<file path="src/rtl/common_dffram_nwmr_if.sv">
// Bus bundle for the multi-ported DFF register-file RAM.
// The master drives writes, reads and clear; the slave (the RAM) returns read data.
interface common_dffram_nwmr_if #(
  parameter int DW = 8,  // bits per entry
  parameter int AW = 4,  // address width
  parameter int WP = 2,  // write ports
  parameter int RP = 2   // read ports
);
  logic              clear;
  logic [WP-1:0]     wen;
  logic [WP*AW-1:0]  waddr;
  logic [WP*DW-1:0]  wdata;
  logic [RP-1:0]     ren;
  logic [RP*AW-1:0]  raddr;
  logic [RP*DW-1:0]  rdata;
  logic [RP-1:0]     rvalid;

  modport master (
    output clear, wen, waddr, wdata, ren, raddr,
    input  rdata, rvalid
  );

  modport slave (
    input  clear, wen, waddr, wdata, ren, raddr,
    output rdata, rvalid
  );
endinterface

</file>
<file path="src/rtl/common_dffram_nwmr.sv">
// DFF-based register-file RAM with N write ports and M read ports.
// Highest-indexed write port wins a collision, clear beats every write,
// optional same-cycle write forwarding and optional registered read data.
module common_dffram_nwmr #(
  parameter int                                   RAM_DATA_WIDTH  = 8,
  parameter int                                   RAM_DEPTH       = 16,
  parameter int                                   WRITE_PORTS     = 2,
  parameter int                                   READ_PORTS      = 2,
  parameter logic [RAM_DEPTH*RAM_DATA_WIDTH-1:0]  RAM_RESET_VALUE = '0,
  parameter bit                                   WRITE_FORWARD   = 1'b0,
  parameter bit                                   READ_REGISTERED = 1'b1
) (
  input  logic                 clk,
  input  logic                 reset,  // asynchronous, active-low
  common_dffram_nwmr_if.slave  bus
);
  localparam int DW = RAM_DATA_WIDTH;
  localparam int AW = $clog2(RAM_DEPTH);
  // Depth widened by one bit so out-of-range addresses compare correctly
  // even when the depth is an exact power of two.
  localparam logic [AW:0] DEPTH_L = (AW+1)'(RAM_DEPTH);

  logic [DW-1:0]        mem    [RAM_DEPTH];
  logic [RAM_DEPTH-1:0] ent_we;
  logic [DW-1:0]        ent_wd [RAM_DEPTH];
  logic [DW-1:0]        rd_val [READ_PORTS];

  // Per-entry load enable and data; later ports overwrite earlier ones, so the highest port wins.
  // Out-of-range write addresses never equal any entry index and are dropped.
  always_comb begin
    for (int i = 0; i < RAM_DEPTH; i++) begin
      // NOTE: every always_comb output gets a default first so no latch is inferred.
      ent_we[i] = 1'b0;
      ent_wd[i] = '0;
      for (int p = 0; p < WRITE_PORTS; p++) begin
        if (bus.wen[p] && (bus.waddr[p*AW +: AW] == AW'(i))) begin
          ent_we[i] = 1'b1;
          ent_wd[i] = bus.wdata[p*DW +: DW];
        end
      end
    end
  end

  // Storage array: reset and clear both restore the reset image; clear outranks writes.
  always_ff @(posedge clk or negedge reset) begin
    if (!reset) begin
      // NOTE: this array is deliberately reset, since the reset image is part of its contract.
      for (int i = 0; i < RAM_DEPTH; i++) mem[i] <= RAM_RESET_VALUE[DW*i +: DW];
    end else if (bus.clear) begin
      for (int i = 0; i < RAM_DEPTH; i++) mem[i] <= RAM_RESET_VALUE[DW*i +: DW];
    end else begin
      // NOTE: state is updated with non-blocking assignments so every flop samples pre-edge values.
      for (int i = 0; i < RAM_DEPTH; i++) begin
        if (ent_we[i]) mem[i] <= ent_wd[i];
      end
    end
  end

  // Unregistered read value: stored entry (zero when out of range), optionally overridden
  // by the collision-winning write data. Clear is never forwarded.
  always_comb begin
    for (int q = 0; q < READ_PORTS; q++) begin
      rd_val[q] = '0;
      if ({1'b0, bus.raddr[q*AW +: AW]} < DEPTH_L) rd_val[q] = mem[bus.raddr[q*AW +: AW]];
      if (WRITE_FORWARD) begin
        for (int p = 0; p < WRITE_PORTS; p++) begin
          if (bus.wen[p] &&
              (bus.waddr[p*AW +: AW] == bus.raddr[q*AW +: AW]) &&
              ({1'b0, bus.waddr[p*AW +: AW]} < DEPTH_L)) begin
            rd_val[q] = bus.wdata[p*DW +: DW];
          end
        end
      end
    end
  end

  if (READ_REGISTERED) begin : g_rreg
    logic [DW-1:0]         rdata_q [READ_PORTS];
    logic [READ_PORTS-1:0] rvalid_q;

    // Read capture: data loads only on ren and otherwise holds; rvalid mirrors last-cycle ren.
    always_ff @(posedge clk or negedge reset) begin
      if (!reset) begin
        for (int q = 0; q < READ_PORTS; q++) rdata_q[q] <= '0;
        rvalid_q <= '0;
      end else begin
        rvalid_q <= bus.ren;
        for (int q = 0; q < READ_PORTS; q++) begin
          if (bus.ren[q]) rdata_q[q] <= rd_val[q];
        end
      end
    end

    // Flatten the per-port registers onto the output bus.
    always_comb begin
      for (int q = 0; q < READ_PORTS; q++) bus.rdata[q*DW +: DW] = rdata_q[q];
    end
    assign bus.rvalid = rvalid_q;
  end else begin : g_rcomb
    // Combinational read: flatten the live read values onto the output bus.
    always_comb begin
      for (int q = 0; q < READ_PORTS; q++) bus.rdata[q*DW +: DW] = rd_val[q];
    end
    assign bus.rvalid = bus.ren;
  end

endmodule

</file>
<file path="src/flat_wrapper.sv">
// flat-port wrapper written by rule: the top's interface ports become plain ports
module common_dffram_nwmr_flat 
#(
  parameter int                                   RAM_DATA_WIDTH  = 8,
  parameter int                                   RAM_DEPTH       = 16,
  parameter int                                   WRITE_PORTS     = 2,
  parameter int                                   READ_PORTS      = 2,
  parameter logic [RAM_DEPTH*RAM_DATA_WIDTH-1:0]  RAM_RESET_VALUE = '0,
  parameter bit                                   WRITE_FORWARD   = 1'b0,
  parameter bit                                   READ_REGISTERED = 1'b1
)
  (clk, reset, bus_clear, bus_wen, bus_waddr, bus_wdata, bus_ren, bus_raddr, bus_rdata, bus_rvalid);
  common_dffram_nwmr_if #(.DW(8), .AW(4), .WP(2), .RP(2)) bus_i ();
  input  logic clk;
  input  logic reset;
  input wire logic [$bits(bus_i.clear)-1:0] bus_clear;
  input wire logic [$bits(bus_i.wen)-1:0] bus_wen;
  input wire logic [$bits(bus_i.waddr)-1:0] bus_waddr;
  input wire logic [$bits(bus_i.wdata)-1:0] bus_wdata;
  input wire logic [$bits(bus_i.ren)-1:0] bus_ren;
  input wire logic [$bits(bus_i.raddr)-1:0] bus_raddr;
  output wire logic [$bits(bus_i.rdata)-1:0] bus_rdata;
  output wire logic [$bits(bus_i.rvalid)-1:0] bus_rvalid;
  assign bus_i.clear = bus_clear;
  assign bus_i.wen = bus_wen;
  assign bus_i.waddr = bus_waddr;
  assign bus_i.wdata = bus_wdata;
  assign bus_i.ren = bus_ren;
  assign bus_i.raddr = bus_raddr;
  assign bus_rdata = bus_i.rdata;
  assign bus_rvalid = bus_i.rvalid;
  common_dffram_nwmr #(.RAM_DATA_WIDTH(RAM_DATA_WIDTH), .RAM_DEPTH(RAM_DEPTH), .WRITE_PORTS(WRITE_PORTS), .READ_PORTS(READ_PORTS), .RAM_RESET_VALUE(RAM_RESET_VALUE), .WRITE_FORWARD(WRITE_FORWARD), .READ_REGISTERED(READ_REGISTERED)) u_core (.clk(clk), .reset(reset), .bus(bus_i));
endmodule
</file>
<file path="config.mk">
export PLATFORM = sky130hd
export DESIGN_NAME = common_dffram_nwmr_flat
export DESIGN_NICKNAME = d
export VERILOG_FILES = /design/src/rtl/common_dffram_nwmr_if.sv /design/src/rtl/common_dffram_nwmr.sv /design/src/flat_wrapper.sv
export SDC_FILE = /design/constraint.sdc
export NUM_CORES = 1
export LEC_CHECK = 0
export ABC_CLOCK_PERIOD_IN_PS = 2300
export CAP_MARGIN = 20
export CORE_MARGIN = 8
export CORE_UTILIZATION = 35
export DETAILED_ROUTE_END_ITERATION = 10
export GPL_TIMING_DRIVEN = 0
export MAX_ROUTING_LAYER = met4
export SKIP_LAST_GASP = 1
export SLEW_MARGIN = 10
export SYNTH_ARGS = -nofsm -noshare
export SYNTH_HDL_FRONTEND = slang
export SYNTH_SLANG_ARGS = --single-unit
export TNS_END_PERCENT = 10
</file>
<file path="constraint.sdc">
create_clock -name clk -period 2.3 [get_ports clk]
set_input_delay 0.23 -clock clk [delete_from_list [all_inputs] [get_ports clk]]
set_output_delay 0.23 -clock clk [all_outputs]
set_load 0.01 [all_outputs]
</file>
# Word-level counts from Yosys, hierarchy flattened
# Index checks and enable logic that the tools add are counted.
word_totals:
  regBits: 146
  elab_cells: 190
classes:
  magnitude_cmp: 2
  n_eq_ne: 30
  n_mux: 87
  bitwise: 2
  reduce_logical: 50
op_table:
  columns: ["op", "n"]
  rows:
  - ["2-to-1 mux 8 bit", 52]
  - ["2-to-1 mux 128 bit", 1]
  - ["binary-select mux 8 bit (select 4 bit)", 2]
  - ["== test 4 bit (second input constant)", 16]
  - ["== test 4 x 3 -> 1 bit (second input constant)", 8]
  - ["logical AND 1 bit", 32]
  - ["2-to-1 mux 1 bit", 32]
  - ["nonzero test 2 bit", 16]
  - ["== test 4 x 2 -> 1 bit (second input constant)", 4]
  - ["greater-or-equal comparator 5 bit (second input constant)", 2]
  - ["inverter 4 -> 5 bit", 2]
  - ["== test 4 x 1 -> 1 bit (second input constant)", 2]
  - ["logical NOT 4 bit", 2]

# Logic depth before layout (Yosys ltp)
# Gate-level depths: netlist (run 1).
depth:
  word_depth: 6
  mapped_depth: 6

# Least setup slack after synthesis (run 1)
# Ideal clock, no wire load.
synth_timing:
  kind: "input-to-reg"
  start: "input port bus_raddr[3]"
  end: "register u_core.g_rreg.rdata_q, in the netlist u_core.bus.rdata[0]"
  arrival_ns: 1.425
  required_time_ns: 2.163
  setup_slack_ns: 0.738
  stages: 6
  path_cell_list: "buf_2 clkbuf_1 mux4_2 mux2_2 o22ai_1 a21oi_1"
synth_via:
  elab_chain_len: 4
synth_rtl:
  columns: ["element", "line", "source"]
  rows:
  - ["start: declaration", "flat_wrapper.sv:21", "input wire logic [$bits(bus_i.raddr)-1:0] bus_raddr;"]
  - ["inverter 4 -> 5 bit (implied by the code)", "common_dffram_nwmr.sv:64", "if ({1'b0, bus.raddr[q*AW +: AW]} < DEPTH_L) rd_val[q] = mem[bus.raddr[q*AW +: AW]];"]
  - ["binary-select mux 8 bit (select 4 bit)", "common_dffram_nwmr.sv:64", null]
  - ["2-to-1 mux 8 bit (implied by the code) (2 in series)", "common_dffram_nwmr.sv:64", null]
  - ["end signal: indexed assignment", "common_dffram_nwmr.sv:89", "if (bus.ren[q]) rdata_q[q] <= rd_val[q];"]
  - ["end: declaration", "common_dffram_nwmr.sv:78", "logic [DW-1:0] rdata_q [READ_PORTS];"]
# No other way between the ends. The select of a mux whose other input is x is not followed.
# A chain may end at the register's enable or synchronous reset.

# Worst setup path in the final report (run 1)
layout_timing:
  start: "input port bus_wen[0]"
  end: "register u_core.mem[125] (netlist bit)"
layout_via:
  elab_chain_len: 5
  word_cells_on_any_way: 8
layout_rtl:
  columns: ["element", "line", "source"]
  rows:
  - ["start: declaration", "flat_wrapper.sv:17", "input wire logic [$bits(bus_i.wen)-1:0] bus_wen;"]
  - ["logical AND 1 bit (*)", "common_dffram_nwmr.sv:36", "if (bus.wen[p] && (bus.waddr[p*AW +: AW] == AW'(i))) begin"]
  - ["2-to-1 mux 8 bit (2 in series)", "common_dffram_nwmr.sv:36", null]
  - ["2-to-1 mux 8 bit", "common_dffram_nwmr.sv:54", "if (ent_we[i]) mem[i] <= ent_wd[i];"]
  - ["2-to-1 mux 128 bit", "common_dffram_nwmr.sv:49", "end else if (bus.clear) begin"]
  - ["end signal: indexed assignment", "common_dffram_nwmr.sv:54", null]
  - ["end: declaration", "common_dffram_nwmr.sv:23", "logic [DW-1:0] mem [RAM_DEPTH];"]
# Every way passes the cells marked *; elsewhere a longest branch is shown, timed or not. The select of a mux whose other input is x is not followed.

==> results_dict.tcl, run 1 <==
set metrics [dict create \
    status "finished clean" \
    cts-root-buf "clkbuf_16" \
    r2r-end "u_core.bus.rdata[11]" \
    cts_tree "done" \
    ir_drop_v 0.000417 \
    wl_um 35300 \
    die_y_um 177 \
    rr_worst_depth 4 \
    final_antenna_net_count 0 \
    dr.pass1.iters 6 \
    start_kind "primary input" \
    fp.dieArea_um2 31300 \
    syn_to_final_growth_pct 16.4 \
    numCtsBuffers 17 \
    synth_enable_flop_cells 0 \
    layout-drive-gt1-share 0.132 \
    crit_end "u_core.mem[125]" \
    rsz0062_at_grt "no" \
    cp_top_family "simple AND/OR/NAND/NOR gates" \
    leakage_nw 4.48 \
    ys_ff_latch 146 \
    seq_area_um2 3650 \
    syn_area_um2 9070 \
    startpoint "bus_wen[0]" \
    finalMaxSlewViolations 0 \
    netlist_instances 797 \
    synth_fp_nets 836 \
    max_freq_ghz 0.492 \
    cts.sinks 146 \
    fill_cells 2438 \
    io_buffers 41 \
    hold_viol 0 \
    place_area_um2 9940 \
    slowest_stage "nor3b_1" \
    crit_path_max_incr_delay_ns 0.67 \
    maxCapViolCount 0 \
    core_area_um2 25800 \
    cp_num_cells 5 \
    n_antenna_cell 0 \
    track_usage 0.234 \
    yosysWarnings 0 \
    post-dp-hpwl_um 26100 \
    io_pins 57 \
    final_cell_mix "dfrtp_1 (146), nor2_1 (130), mux2i_1 (128), a211oi_1 (128), clkbuf_1 (62)" \
    nets 898 \
    min_period_over_period 0.883 \
    cts.repair.resized 0 \
    start_util 0.352 \
    gp_congestion 1.00 \
    drc 0 \
    synth-seq-area-share 0.403 \
    synthTopCellsByArea "dfrtp_1 (40%), mux2i_1 (14%), a211oi_1 (11%)" \
    die_x_um 177 \
    worstMarginPinSlew_ns 0.976 \
    cp.required_ns 2.64 \
    timing.final.crit_period_ns 2.03 \
    grt-ovfl-total 0 \
    setup_viol 0 \
    final_common_cell "dfrtp_1" \
    clock_latency_ns 0.44 \
    final_area_um2 10600 \
    multi_input_area_um2 5030 \
    cp.arrival_ns 2.37 \
    avgSynthCellArea_um2 11.4 \
    fin_skew_ns 0.00915 \
    wl_per_cell_um 29.3 \
    ys.flop_type "dfrtp_1" \
    clockBufferDepth 2 \
    vias_per_cell 6.39 \
    p_per_area_nw_per_um2 643 \
    crit_buf_inv 1 \
    path_class "primary input to register" \
    hold_path_class "primary input to register" \
    timing.rr.start "u_core.mem[67]" \
    grt_pass1_vias 7600 \
    vias 7696 \
    yosysTopAreaCell "dfrtp_1" \
    async_flop_share 1.00 \
    hold_slack_ns 0.264 \
    max_slew_margin 0.349 \
    worstPathMaxFanout 8 \
    endpoint_kind "register" \
    h-tree-depth 4 \
    rrSetupSlack_ns 0.65 \
    clk_pin_slew_ns 0.06 \
    antenna_found_initial 0 \
    grt_max_degree 90 \
    fp-row-count 59 \
    crit_chain "clkdlybuf4s50_1 -> nor3b_1 -> nand2_1 -> mux2i_1 -> a211oi_1" \
    final.setup.tns_ns 0 \
    synth_top_area_frac 0.403 \
    ys_types 26 \
    grt_pass1_wl_um 52000 \
    drtIter0Drc 1081 \
]
-- worst reg2reg max path, stage by stage, from the launching register on --
cell and delay [ns]:
dfrtp_1 0.41, mux4_1 0.56, mux2_2 0.34, o22ai_1 0.13
a21oi_1 0.06
-- report_power, final --
group	internal, mW	total, mW	leakage (nW)	switching, mW
Sequential	2.67	2.79	1.98	0.115
Combinational	0.376	0.942	2.19	0.567
Clock	1.90	3.06	0.301	1.16
Total	4.95	6.79	4.48	1.84
-- how the worst min path moves through the flow --
stage                                   start              endpoint  slack (ns)  depth (start not counted)
after floorplan                         reset   u_core.bus.rdata[0]       -0.07                          0
after global placement    u_core.bus.rdata[5]   u_core.bus.rdata[5]        0.56                          2
after detailed placement                reset  u_core.bus.rvalid[0]        0.19                          1
after CTS                          bus_ren[1]  u_core.bus.rvalid[1]        0.26                          1
after global routing               bus_ren[1]  u_core.bus.rvalid[1]        0.27                          1
final                              bus_ren[1]  u_core.bus.rvalid[1]        0.26                          1
-- cell usage after synthesis, types with 4 or more instances --
| library cell | number |
|---|---|
| mux2i_1 | 128 |
| buf_4 | 4 |
| mux4_1 | 30 |
| nor2_2 | 9 |
| buf_6 | 5 |
| dfrtp_1 | 146 |
| mux4_2 | 34 |
| nand2b_1 | 7 |
| a211oi_1 | 128 |
| a21oi_1 | 16 |
| o22ai_1 | 32 |
| nand2_1 | 16 |
| nand3_1 | 5 |
| buf_2 | 13 |
| clkbuf_1 | 61 |
| mux2_2 | 16 |
| nor2_1 | 130 |
-- cells by family after synthesis --
logic type / synth area share
AND/OR/NAND/NOR: 0.0849
buffers and inverters: 0.0433
multiplexers: 0.332
flip-flops: 0.403
AO/OA/AOI/OAI: 0.137
-- sequential cells by signal (all words and copies together) (netlist names) --
register / cells
u_core.bus.rdata: 16
u_core.bus.rvalid: 2
u_core.mem: 128
-- timing repair --
| item | in CTS | in global routing |
|---|---|---|
| hold buffers | 1 | 0 |
| hold endpoints to repair | 57 | 0 |
| setup buffers | 0 | 0 |
-- stage by stage --
step | total power [mW] | utilization | setup WS (ns) | cells
finish | 6.79 | 0.410 | 0.269 | 1205
CTS | 6.76 | 0.410 | 0.332 | 1205
detailed placement | 3.75 | 0.386 | -0.117 | 1174
global route | 6.95 | 0.410 | 0.171 | 1205
floorplan | 3.28 | - | 0.738 | 797
global placement | 3.73 | 0.384 | -5.32 | 1173
-- layout make-up --
class	count	area share
multi-input combinational	565	0.476
sequential	146	0.346
timing repair buffer	43	0.0429
clock buffer	18	0.0406
tap	335	0.0397
buffer	86	0.0372
clock inverter	12	0.0180
-- layer usage --
metal / routed length, µm / vias up / global-route usage
li1: - / 3204 / -
met2: 15300 / 511 / 0.329
met5: 0 / - / -
met1: 14800 / 3885 / 0.309
met3: 3800 / 96 / 0.0593
met4: 1450 / 0 / 0.111
Note: power is estimated with default switching activity, not from simulation.
==> run 2, diff against run 1 <==
Settings changed: ABC_CLOCK_PERIOD_IN_PS 2300 to default.
==> results of run 2 <==
Same layout as run 1: the final DEF is identical, and so are final timing and power.
==> run 3, diff against run 2 <==
==> constraint.sdc (replaced) <==
create_clock -name clk -period 2.3 [get_ports clk]
set_input_delay 0.46 -clock clk [delete_from_list [all_inputs] [get_ports clk]]
set_output_delay 0.46 -clock clk [all_outputs]
set_load 0.01 [all_outputs]
==> results_dict.tcl, run 3 (synthesis gave the netlist of run 1 again) <==
set metrics [dict create \
    rr_worst_depth 4 \
    path_class "primary input to register" \
    layout-drive-gt1-share 0.134 \
    clock_latency_ns 0.44 \
    die_x_um 177 \
    max_slew_margin 0.349 \
    p_per_area_nw_per_um2 642 \
    wl_um 35400 \
    final_cell_mix "dfrtp_1 (146), nor2_1 (130), mux2i_1 (128), a211oi_1 (128), clkbuf_1 (62)" \
    clk_pin_slew_ns 0.06 \
    timing.rr.start "u_core.mem[67]" \
    fp-row-count 59 \
    cts_setup_buffers 0 \
    cp.arrival_ns 2.58 \
    h-tree-depth 4 \
    maxCapViolCount 0 \
    r2r-end "u_core.bus.rdata[11]" \
    grt_pass1_wl_um 52000 \
    drc 0 \
    startpoint "bus_wdata[6]" \
    fp.dieArea_um2 31300 \
    grt_max_degree 90 \
    crit_chain "clkdlybuf4s50_1 -> clkbuf_1 -> mux2i_1 -> a211oi_1" \
    grt-ovfl-total 0 \
    ir_drop_v 0.000418 \
    status "finished clean" \
    numCtsBuffers 17 \
    start_util 0.352 \
    cts_tree "done" \
    worstMarginPinSlew_ns 0.976 \
    cts-root-buf "clkbuf_16" \
    worstPathMaxFanout 10 \
    io_buffers 41 \
    post-route-worst-setup-slack_ns 0.0656 \
    regMostFlops "u_core.mem" \
    start_kind "primary input" \
    post-dp-hpwl_um 26100 \
    hold_viol 0 \
    wl_per_cell_um 29.4 \
    largest_reg_flops 128 \
    io_pins 57 \
    preCtsSetupSlack_ns -0.347 \
    final_antenna_net_count 0 \
    leakage_nw 4.48 \
    crit_path_max_incr_delay_ns 0.85 \
    n_antenna_cell 0 \
    fin_skew_ns 0.00776 \
    antenna_found_initial 0 \
    rrSetupSlack_ns 0.64 \
    endpoint_kind "register" \
    grt_pass1_vias 7600 \
    finalMaxSlewViolations 0 \
    setup_viol 0 \
    final_common_cell "dfrtp_1" \
    drtIter0Drc 1107 \
    track_usage 0.234 \
    cp.required_ns 2.64 \
    vias_per_cell 6.37 \
    nets 898 \
    die_y_um 177 \
    gp_congestion 1.00 \
    dr.pass1.iters 6 \
    rsz0062_at_grt "no" \
    slowest_stage "clkdlybuf4s50_1" \
    timing.final.crit_period_ns 2.23 \
    crit_end "u_core.mem[6]" \
    clockBufferDepth 2 \
    hold_slack_ns 0.491 \
    syn_to_final_growth_pct 16.5 \
    core_area_um2 25800 \
    hold_path_class "primary input to register" \
    max_freq_ghz 0.448 \
    vias 7670 \
    cts.sinks 146 \
    min_period_over_period 0.971 \
]
==> run 3: cell count changes in the layout (fill, tap and decap cells not counted) <==
| cell | previous run | this run |
|---|---|---|
| nor3b_2 | 0 | 2 |
| nor3b_1 | 2 | 0 |
==> run 3: critical path, delay by kind of cell <==
kind | cells | cell delay [ns]
muxes | 1 | 0.20
AOI/OAI and AO/OA | 1 | 0.27
buffers and inverters | 2 | 1.64
==> run 3: area by class of cell <==
class                   instances  area [µm²]
plain buffers                  86         393
clock inverters                12         190
multi-input cells             565        5040
flip-flops and latches        146        3650
fillers                      2438       15200
clock buffers                  18         429
repair buffers                 43         453
well taps                     335         419
==> run 3: what timing repair did <==
| item | CTS | global route |
|---|---|---|
| resized for setup | 0 | 2 |
| endpoints found under the setup margin | 0 | 17 |
| hold buffers | 1 | 0 |
| hold endpoints to repair | 57 | 0 |
==> run 3: through the flow <==
stage	std cells	area [µm²]	TNS [ns]	power, mW	util
after floorplan	797	9070	0	3.28	-
after global placement	1173	9900	-828.42	3.73	0.384
after detailed placement	1174	9940	-22.39	3.75	0.386
after CTS	1205	10600	0	6.76	0.410
after global routing	1205	10600	0	6.95	0.410
final	1205	10600	0	6.79	0.410
==> run 3: layer usage <==
metal | GRT usage | wire, µm | vias up | part of all wire
li1 | - | - | 3196 | -
met1 | 0.309 | 14800 | 3879 | 0.42
met2 | 0.329 | 15300 | 487 | 0.43
met3 | 0.0593 | 3780 | 108 | 0.11
met4 | 0.111 | 1480 | 0 | 0.042
met5 | - | 0 | - | 0
==> run 3: where the power goes <==
group          switching, mW  internal [mW]
sequential             0.115           2.67
clock                   1.16           1.90
combinational          0.566          0.376
==> run 3: worst min path at each step <==
stage                              startpoint              endpoint  slack (ns)  depth (start not counted)
after floorplan                         reset   u_core.bus.rdata[0]        0.16                          0
after global placement    u_core.bus.rdata[5]   u_core.bus.rdata[5]        0.56                          2
after detailed placement                reset  u_core.bus.rvalid[0]        0.42                          1
after CTS                          bus_ren[1]  u_core.bus.rvalid[1]        0.49                          1
after global routing               bus_ren[1]  u_core.bus.rvalid[1]        0.50                          1
final                              bus_ren[1]  u_core.bus.rvalid[1]        0.49                          1
